--- src/rtl/seq_multiplier.sv ---
// Iterative shift-add multiplier producing a 2*WIDTH-bit product into HI/LO after WIDTH+1 cycles.
// Optional signed (MULT) support is built only when MULT_SIGNED_EN is defined.
module seq_multiplier #(
  parameter int WIDTH = 32
) (
  input  logic             clk,
  input  logic             reset,
  input  logic             start,
  input  logic             is_signed,
  input  logic [WIDTH-1:0] fator0,
  input  logic [WIDTH-1:0] fator1,
  output logic             busy,
  output logic             done,
  output logic [WIDTH-1:0] HI,
  output logic [WIDTH-1:0] LO
);

  localparam int CW = $clog2(WIDTH + 1);

  typedef enum logic [1:0] {
    S_IDLE,
    S_RUN,
    S_FIN
  } state_t;

  state_t             r_state;
  state_t             w_state_next;
  logic [2*WIDTH-1:0] r_acc;
  logic [2*WIDTH-1:0] r_mcand;
  logic [WIDTH-1:0]   r_mplier;
  logic [CW-1:0]      r_count;
  logic               r_done;
  logic [WIDTH-1:0]   r_hi;
  logic [WIDTH-1:0]   r_lo;
  logic [WIDTH-1:0]   w_mag0;
  logic [WIDTH-1:0]   w_mag1;
  logic [2*WIDTH-1:0] w_product;

`ifdef MULT_SIGNED_EN
  logic w_sign0;
  logic w_sign1;
  logic r_neg;

  assign w_sign0 = is_signed & fator0[WIDTH-1];
  assign w_sign1 = is_signed & fator1[WIDTH-1];
  // The most-negative value negates to itself, which read as unsigned is its exact magnitude.
  assign w_mag0  = w_sign0 ? -fator0 : fator0;
  assign w_mag1  = w_sign1 ? -fator1 : fator1;
  assign w_product = r_neg ? -r_acc : r_acc;

  always_ff @(posedge clk) begin
    if (reset) begin
      r_neg <= 1'b0;
    end else if (r_state == S_IDLE && start) begin
      r_neg <= w_sign0 ^ w_sign1;
    end
  end
`else
  logic w_unused_is_signed;

  assign w_unused_is_signed = is_signed;
  assign w_mag0    = fator0;
  assign w_mag1    = fator1;
  assign w_product = r_acc;
`endif

  always_ff @(posedge clk) begin
    if (reset) begin
      r_state <= S_IDLE;
    end else begin
      r_state <= w_state_next;
    end
  end

  always_comb begin
    w_state_next = r_state;
    case (r_state)
      S_IDLE:  if (start) w_state_next = S_RUN;
      S_RUN:   if (r_count == CW'(WIDTH - 1)) w_state_next = S_FIN;
      S_FIN:   w_state_next = S_IDLE;
      default: w_state_next = S_IDLE;
    endcase
  end

  // The multiplicand register shifts left each iteration, so it always holds mcand << count.
  always_ff @(posedge clk) begin
    if (reset) begin
      r_acc    <= '0;
      r_mcand  <= '0;
      r_mplier <= '0;
      r_count  <= '0;
      r_done   <= 1'b0;
      r_hi     <= '0;
      r_lo     <= '0;
    end else begin
      r_done <= 1'b0;
      case (r_state)
        S_IDLE: begin
          if (start) begin
            r_mcand  <= {{WIDTH{1'b0}}, w_mag0};
            r_mplier <= w_mag1;
            r_acc    <= '0;
            r_count  <= '0;
          end
        end
        S_RUN: begin
          if (r_mplier[0]) begin
            r_acc <= r_acc + r_mcand;
          end
          r_mcand  <= r_mcand << 1;
          r_mplier <= r_mplier >> 1;
          r_count  <= r_count + 1'b1;
        end
        S_FIN: begin
          r_hi   <= w_product[2*WIDTH-1:WIDTH];
          r_lo   <= w_product[WIDTH-1:0];
          r_done <= 1'b1;
        end
        default: begin
        end
      endcase
    end
  end

  assign busy = (r_state != S_IDLE);
  assign done = r_done;
  assign HI   = r_hi;
  assign LO   = r_lo;

endmodule

--- config.mk ---
export PLATFORM = sky130hd
export DESIGN_NAME = seq_multiplier
export DESIGN_NICKNAME = d
export VERILOG_FILES = /design/src/rtl/seq_multiplier.sv
export SDC_FILE = /design/constraint.sdc
export NUM_CORES = 1
export LEC_CHECK = 0
export ABC_CLOCK_PERIOD_IN_PS = 3500
export BUFFER_PORTS_ARGS = -buffer_cell sky130_fd_sc_hd__buf_4
export CAP_MARGIN = 20
export CORE_UTILIZATION = 50
export CTS_BUF_LIST = sky130_fd_sc_hd__clkbuf_8
export CTS_CLUSTER_DIAMETER = 50
export CTS_CLUSTER_SIZE = 14
export DETAILED_ROUTE_END_ITERATION = 16
export HOLD_SLACK_MARGIN = 0.15
export PLACE_DENSITY = 0.81
export SLEW_MARGIN = 20
export SYNTH_ARGS = -nofsm -noshare
export SYNTH_HDL_FRONTEND = slang
export SYNTH_SLANG_ARGS = --single-unit
--- constraint.sdc ---
create_clock -name clk -period 3.5 [get_ports clk]
set_input_delay 0 -clock clk [delete_from_list [all_inputs] [get_ports clk]]
set_output_delay 0 -clock clk [all_outputs]
set_load 0.005 [all_outputs]
==> impl_metrics.yaml, run 1 <==
power:
  cellLeakagePower_nw: 6.32
  clockPowerShare_pct: 35.8
  comb_power_share_pct: 13.0
  ir_worst_vdd_mv: 0.324
  seq_power_share_pct: 51.2
  p_per_area_mw_per_mm2: 364
  cell_internal_pwr_w: 0.00394
  switching_power_w: 0.00153
  switching_share_pct: 27.9
placement:
  finalWeightedCongestion: 0.919
  hpwl_um: 21300
  placement.io_buffers: 132
  dp.cells: 1944
  dp_slack_ps: 279
floorplanning:
  io_pins: 134
  fp.coreArea_mm2: 0.0235
  die_h_um: 157
  dieArea_mm2: 0.0247
  dieWidth_um: 157
  initial_core_util_pct: 51.1
  num_rows: 56
worst_setup_path:
  endpoint_kind: "flop"
  crit_required_ps: 3950
  cp_data_arrival_time_ps: 3760
  path_max_fanout: 4
  cp_slowest_cell: "a2111o_1"
  critPathBufInv: 1
  crit_family: "compound AO/OA/AOI/OAI gates"
  critPathKind: "flop to flop"
  timing.critical_path.cells: "ha_1, inv_1, fa_1, nand2b_1, a21oi_2, o211ai_1, a2111o_1, a21oi_1, o211ai_2, a211oi_2, o21ai_1, a21o_1, a32o_1"
  cp_slowest_stage_delay_ps: 480
  start_kind: "flop"
route:
  drc: 0
  via_per_inst: 5.72
  drtAntennaViolNets: 0
  drtIter0Drc: 1016
  wl_per_cell_um: 15.9
  routed_wirelength_um: 33600
  vias: 12100
  firstDrtPassIters: 5
sta:
  setup-tns-final_ps: 0
  hold_ws_ps: 269
  max-slew-margin-rel_pct: 33.9
  final_max_slew_viol_count: 0
  max_freq_mhz: 302
  hold_viol_final: 0
  setup_ws_ps: 191
  skew_ps: 18.7
  tightestPinTransition_ps: 987
  setup_viol: 0
  fin_crit_sh_pct: 94.5
  rsz0062_at_grt: "false"
  min_period_ps: 3310
clocking:
  cts_tree: "done"
  numCtsBuffers: 26
  cts_buffer_depth: 3
  cts_resized: 0
  clk_latency_ps: 560
  cts_setup_buffers: 0
  cts.sinks: 233
  clk_pin_slew_ps: 90
  cts_root_buffer: "clkbuf_8"
  htreeDepth: 1
  holdBufCountCts: 130
synth:
  ys_ff_latch: 233
  synthArstFlopShare_pct: 0
  ys_top_cells_by_count: "nor2_1, nand2_1, dfxtp_1"
  synth_cells: 1582
  synth-seq-area-share_pct: 38.8
  synthesis.area_mm2: 0.0120
  synthesis.nets: 1715
  synth_largest_area_cell: "dfxtp_1"
  syn_area_per_cell_um2: 7.61
  synth_edf_count: 0
  yosys_warnings: 0
  yosysMostFrequentCell: "nor2_1"
  synth_cell_types: 71
  synthDominantCellAreaShare_pct: 38.8
  ys.flop_type: "dfxtp_1"
  yosys-top-cells-area: "dfxtp_1, nor2_1, nand2_1, a21oi_1, ha_1"
layout:
  fin_util_pct: 63.9
  nFillCells: 1996
  instances_no_fill: 2120
  drive_gt1_share_pct: 12.2
  diodes: 0
  area_growth_pct: 24.9
  nets: 1916
status:
  run_status: "finished, final reports clean"
grt:
  antenna_found_initial: 0
  grt_start_max_net_pins: 123
  track_usage_pct: 27.4
  grt_pass1_wl_um: 55500
  grt-ovfl-total: 0
  grt_pass1_vias: 11500
min_path:
  hold_path_class: "input port to flop"
job:
  cap_violations: 0
## cell type report
type                    count  area (µm²)  area share (%)
clock buffers              30         413            2.75
well taps                 319         399            2.65
inverters                  27         101           0.674
clock inverters            16         149           0.990
multi-input cells        1217        6890            45.8
repair buffers            278        2420            16.1
flip-flops and latches    233        4660            31.0
## sequential cells by signal, summed over array words and instances, names as in the netlist
name	cells
r_acc	64
r_mcand	64
HI	32
LO	32
r_mplier	32
r_count	6
r_state	2
done	1
## per-layer routing
metal	GRT usage, %	wire [µm]	up-vias
met4	9.94	1020	0
met2	47.3	16600	410
met3	3.94	1830	89
met1	34.5	14200	5715
li1	-	-	5913
met5	0	0	-
## power by group through the flow
stage | sequential, W | clock, W | combinational [W]
finish | 0.00280 | 0.00196 | 0.000713
detailed placement | 0.00285 | 0 | 0.000562
CTS | 0.00279 | 0.00199 | 0.000683
global placement | 0.00285 | 0 | 0.000551
global route | 0.00281 | 0.00211 | 0.000781
floorplan | 0.00284 | 0 | 0.000400
## tightest hold or removal path, delay by kind of cell
| family | cells | cell delay, ps |
|---|---|---|
| buf+inv | 2 | 630 |
| compound gates | 1 | 180 |
## stage by stage
stage | total power, W | instance area, µm²
4_1_cts | 0.00547 | 15000
3_3_place_gp | 0.00340 | 13200
3_5_place_dp | 0.00342 | 13200
5_1_grt | 0.00570 | 15000
6_report | 0.00547 | 15000
2_1_floorplan | 0.00324 | 12000
## placed cells by master (no fill, tap or decap), drive strengths merged, types with 32 or more instances in the layout
master / n
nand3: 55
xnor2: 32
buf: 148
a21oi: 182
nor2: 254
dfxtp: 233
nand2: 245
nor4: 63
inv: 33
dlygate4sd3: 130
a21o: 35
o21ai: 68
ha: 64
## path summary, 6_finish.rpt
kind              start         end  slack [ps]  depth (start not counted)
max          r_mcand[0]   r_acc[62]         190                         13
min           fator0[2]  r_mcand[2]         270                          3
max reg2reg  r_mcand[0]   r_acc[62]         190                         13
min reg2reg      HI[24]      HI[24]         460                          2
## cell families after synthesis
| kind of cell | after synthesis | share of synthesized area (%) |
|---|---|---|
| and+or+nand+nor | 700 | 25.5 |
| AOI/OAI and AO/OA | 395 | 20.5 |
| DFF | 233 | 38.8 |
| buffers and inverters | 132 | 4.27 |
| adders and majority gates | 65 | 6.82 |
| xor gates and xnor gates | 54 | 3.93 |
| muxes | 3 | 0.270 |
Power figures use the tool's default switching activity.
==> run 2, diff against run 1 <==
--- a/config.mk
+++ b/config.mk
@@ -14,6 +14,7 @@
 export CTS_CLUSTER_SIZE = 14
 export DETAILED_ROUTE_END_ITERATION = 16
 export HOLD_SLACK_MARGIN = 0.15
+export MAX_ROUTING_LAYER = met4
 export PLACE_DENSITY = 0.81
 export SLEW_MARGIN = 20
 export SYNTH_ARGS = -nofsm -noshare
==> run 2 against run 1 <==
  * Total power grew 2.0%
  * Clock skew grew 19 ps
  * Sequential power is essentially flat
  * Non-clock buffer count grew 15
  * Design area grew 1.1%
  * Core utilization grew 0.70 points
  * Clock power grew 4%
  * Combinational power grew 5.0%
  * Hold slack lost 20 ps
  * Fmax grew 1.6%
  * Sequential cell count is the same
  * Sequential share of layout area shrank 0.33 points
  * Highest routed layer unchanged
==> impl_metrics.yaml, run 2 (same netlist as run 1, synthesis figures left out) <==
floorplanning:
  die_h_um: 157
  num_rows: 56
  dieArea_mm2: 0.0247
  fp.coreArea_mm2: 0.0235
  dieWidth_um: 157
  io_pins: 134
  initial_core_util_pct: 51.1
layout:
  instances_no_fill: 2135
  design_area_mm2: 0.0152
  drive_gt1_share_pct: 12.2
  diodes: 0
  layout_common_cells: "nor2_1, nand2_1, dfxtp_1"
  nFillCells: 2019
  area_growth_pct: 26.3
  multi_input_area_mm2: 0.00690
  reg_top3: "r_acc: 64 flops, r_mcand: 64 flops"
  layout_commonest_cell: "nor2_1"
  nets: 1932
  seq_area_mm2: 0.00466
grt:
  grt_pass1_vias: 11900
  grt_start_max_net_pins: 92
  grt_pass1_wl_um: 56200
  track_usage_pct: 28.6
  grt-ovfl-total: 0
  antenna_found_initial: 0
worst_setup_path:
  rr_endpoint: "r_acc[62]"
  critPathKind: "flop to flop"
  cp-endpoint: "r_acc[62]"
  crit_family: "compound AO/OA/AOI/OAI gates"
  reg2reg_slack_ps: 240
  crit_start: "r_acc[0]"
  crit_cells: 13
  timing.rr.start: "r_acc[0]"
  crit_required_ps: 3980
  timing.critical_path.cells: "ha_1, inv_1, fa_1, nand2b_1, a21oi_2, o211ai_1, a2111o_1, a21oi_2, o211ai_2, a211oi_2, o21ai_1, a21o_1, a32o_1"
  cp_slowest_cell: "a2111o_1"
  cp_slowest_stage_delay_ps: 490
  cp_data_arrival_time_ps: 3740
  path_max_fanout: 4
  start_kind: "flop"
  endpoint_kind: "flop"
  reg2regPathDepth: 13
  cpMostUsedCell: "a21oi_2"
  critPathBufInv: 1
power:
  cellLeakagePower_nw: 6.40
  ir_worst_vdd_mv: 0.333
  p_total_w: 0.00558
  p_per_area_mw_per_mm2: 367
sta:
  hold_ws_ps: 250
  min_period_ps: 3260
  final_max_slew_viol_count: 0
  hold_viol_final: 0
  tightestPinTransition_ps: 918
  setup_viol: 0
  fin_crit_sh_pct: 93.1
  max_freq_mhz: 307
  setup-tns-final_ps: 0
  rsz0062_at_grt: "false"
  max-slew-margin-rel_pct: 38.7
  skew_ps: 37.5
route:
  via_per_inst: 5.76
  wl_per_cell_um: 16.1
  routed_wirelength_um: 34500
  drc: 0
  drtIter0Drc: 905
  vias: 12300
  firstDrtPassIters: 5
  drtAntennaViolNets: 0
clocking:
  cts.sinks: 233
  numCtsBuffers: 27
  cts_root_buffer: "clkbuf_8"
  clk_latency_ps: 610
  cts_tree: "done"
  cts_setup_buffers: 0
  cts_buffer_depth: 3
  clk_pin_slew_ps: 80
  htreeDepth: 1
placement:
  finalWeightedCongestion: 0.929
  dp.cells: 1943
  place_area_mm2: 0.0132
  placement.io_buffers: 132
  hpwl_um: 21400
min_path:
  hold-path-cell-count: 4
  hold_path_class: "input port to flop"
status:
  run_status: "finished, final reports clean"
job:
  cap_violations: 0
==> run 2: cell count changes in the layout (fill, tap and decap cells not counted), sizes merged <==
| cell | change |
|---|---|
| buf | -1 |
| clkbuf | -1 |
| dlygate4sd3 | +16 |
| clkinvlp | +1 |
| clkinv | -2 |
| inv | +2 |
==> run 2: worst min-delay path by stage <==
stage	start	to	slack [ps]
2_1_floorplan	fator1[31]	r_mplier[31]	140
3_3_place_gp	fator0[0]	r_mcand[0]	300
3_5_place_dp	fator0[0]	r_mcand[0]	300
4_1_cts	fator0[2]	r_mcand[2]	240
5_1_grt	fator0[26]	r_mcand[26]	280
6_report	fator0[17]	r_mcand[17]	250
==> run 2: repair_timing <==
item                                    4_1_cts  5_1_grt
hold buffers                                146        0
endpoints found under the setup margin        0        2
resized for setup                             0        1
hold endpoints to repair                    118        0
==> run 2: layout make-up <==
cell class | count | area share, %
clock inverters | 17 | 1.12
flip-flops and latches | 233 | 30.7
clock buffers | 29 | 2.63
multi-input cells | 1217 | 45.4
repair buffers | 293 | 16.9
inverters | 27 | 0.667
well taps | 319 | 2.63
==> run 2: worst min-delay path, cell delays in order <==
cell and delay [ps]:
dlygate4sd3_1 530, buf_4 130, nor2_1 90, nor4_1 50
==> run 2: stage by stage <==
stage / utilization, % / setup slack (ps)
finish: 64.6 / 242
detailed placement: 55.9 / 243
global placement: 55.9 / 318
global route: 64.6 / 51.1
CTS: 64.5 / 203
floorplan: - / 553
==> run 2: report_power, final <==
group	total, W	internal (W)	switching, W
Sequential	0.00280	0.00273	0.0000653
Clock	0.00203	0.000897	0.00113
Combinational	0.000749	0.000337	0.000412
Total	0.00558	0.00397	0.00161
==> run 2: metal layers <==
metal	GRT usage [%]	up-vias	wire length (µm)
met4	11.6	0	1170
met1	33.9	5786	14600
met5	-	-	0
li1	-	5948	-
met2	49.1	467	16800
met3	3.44	93	1860
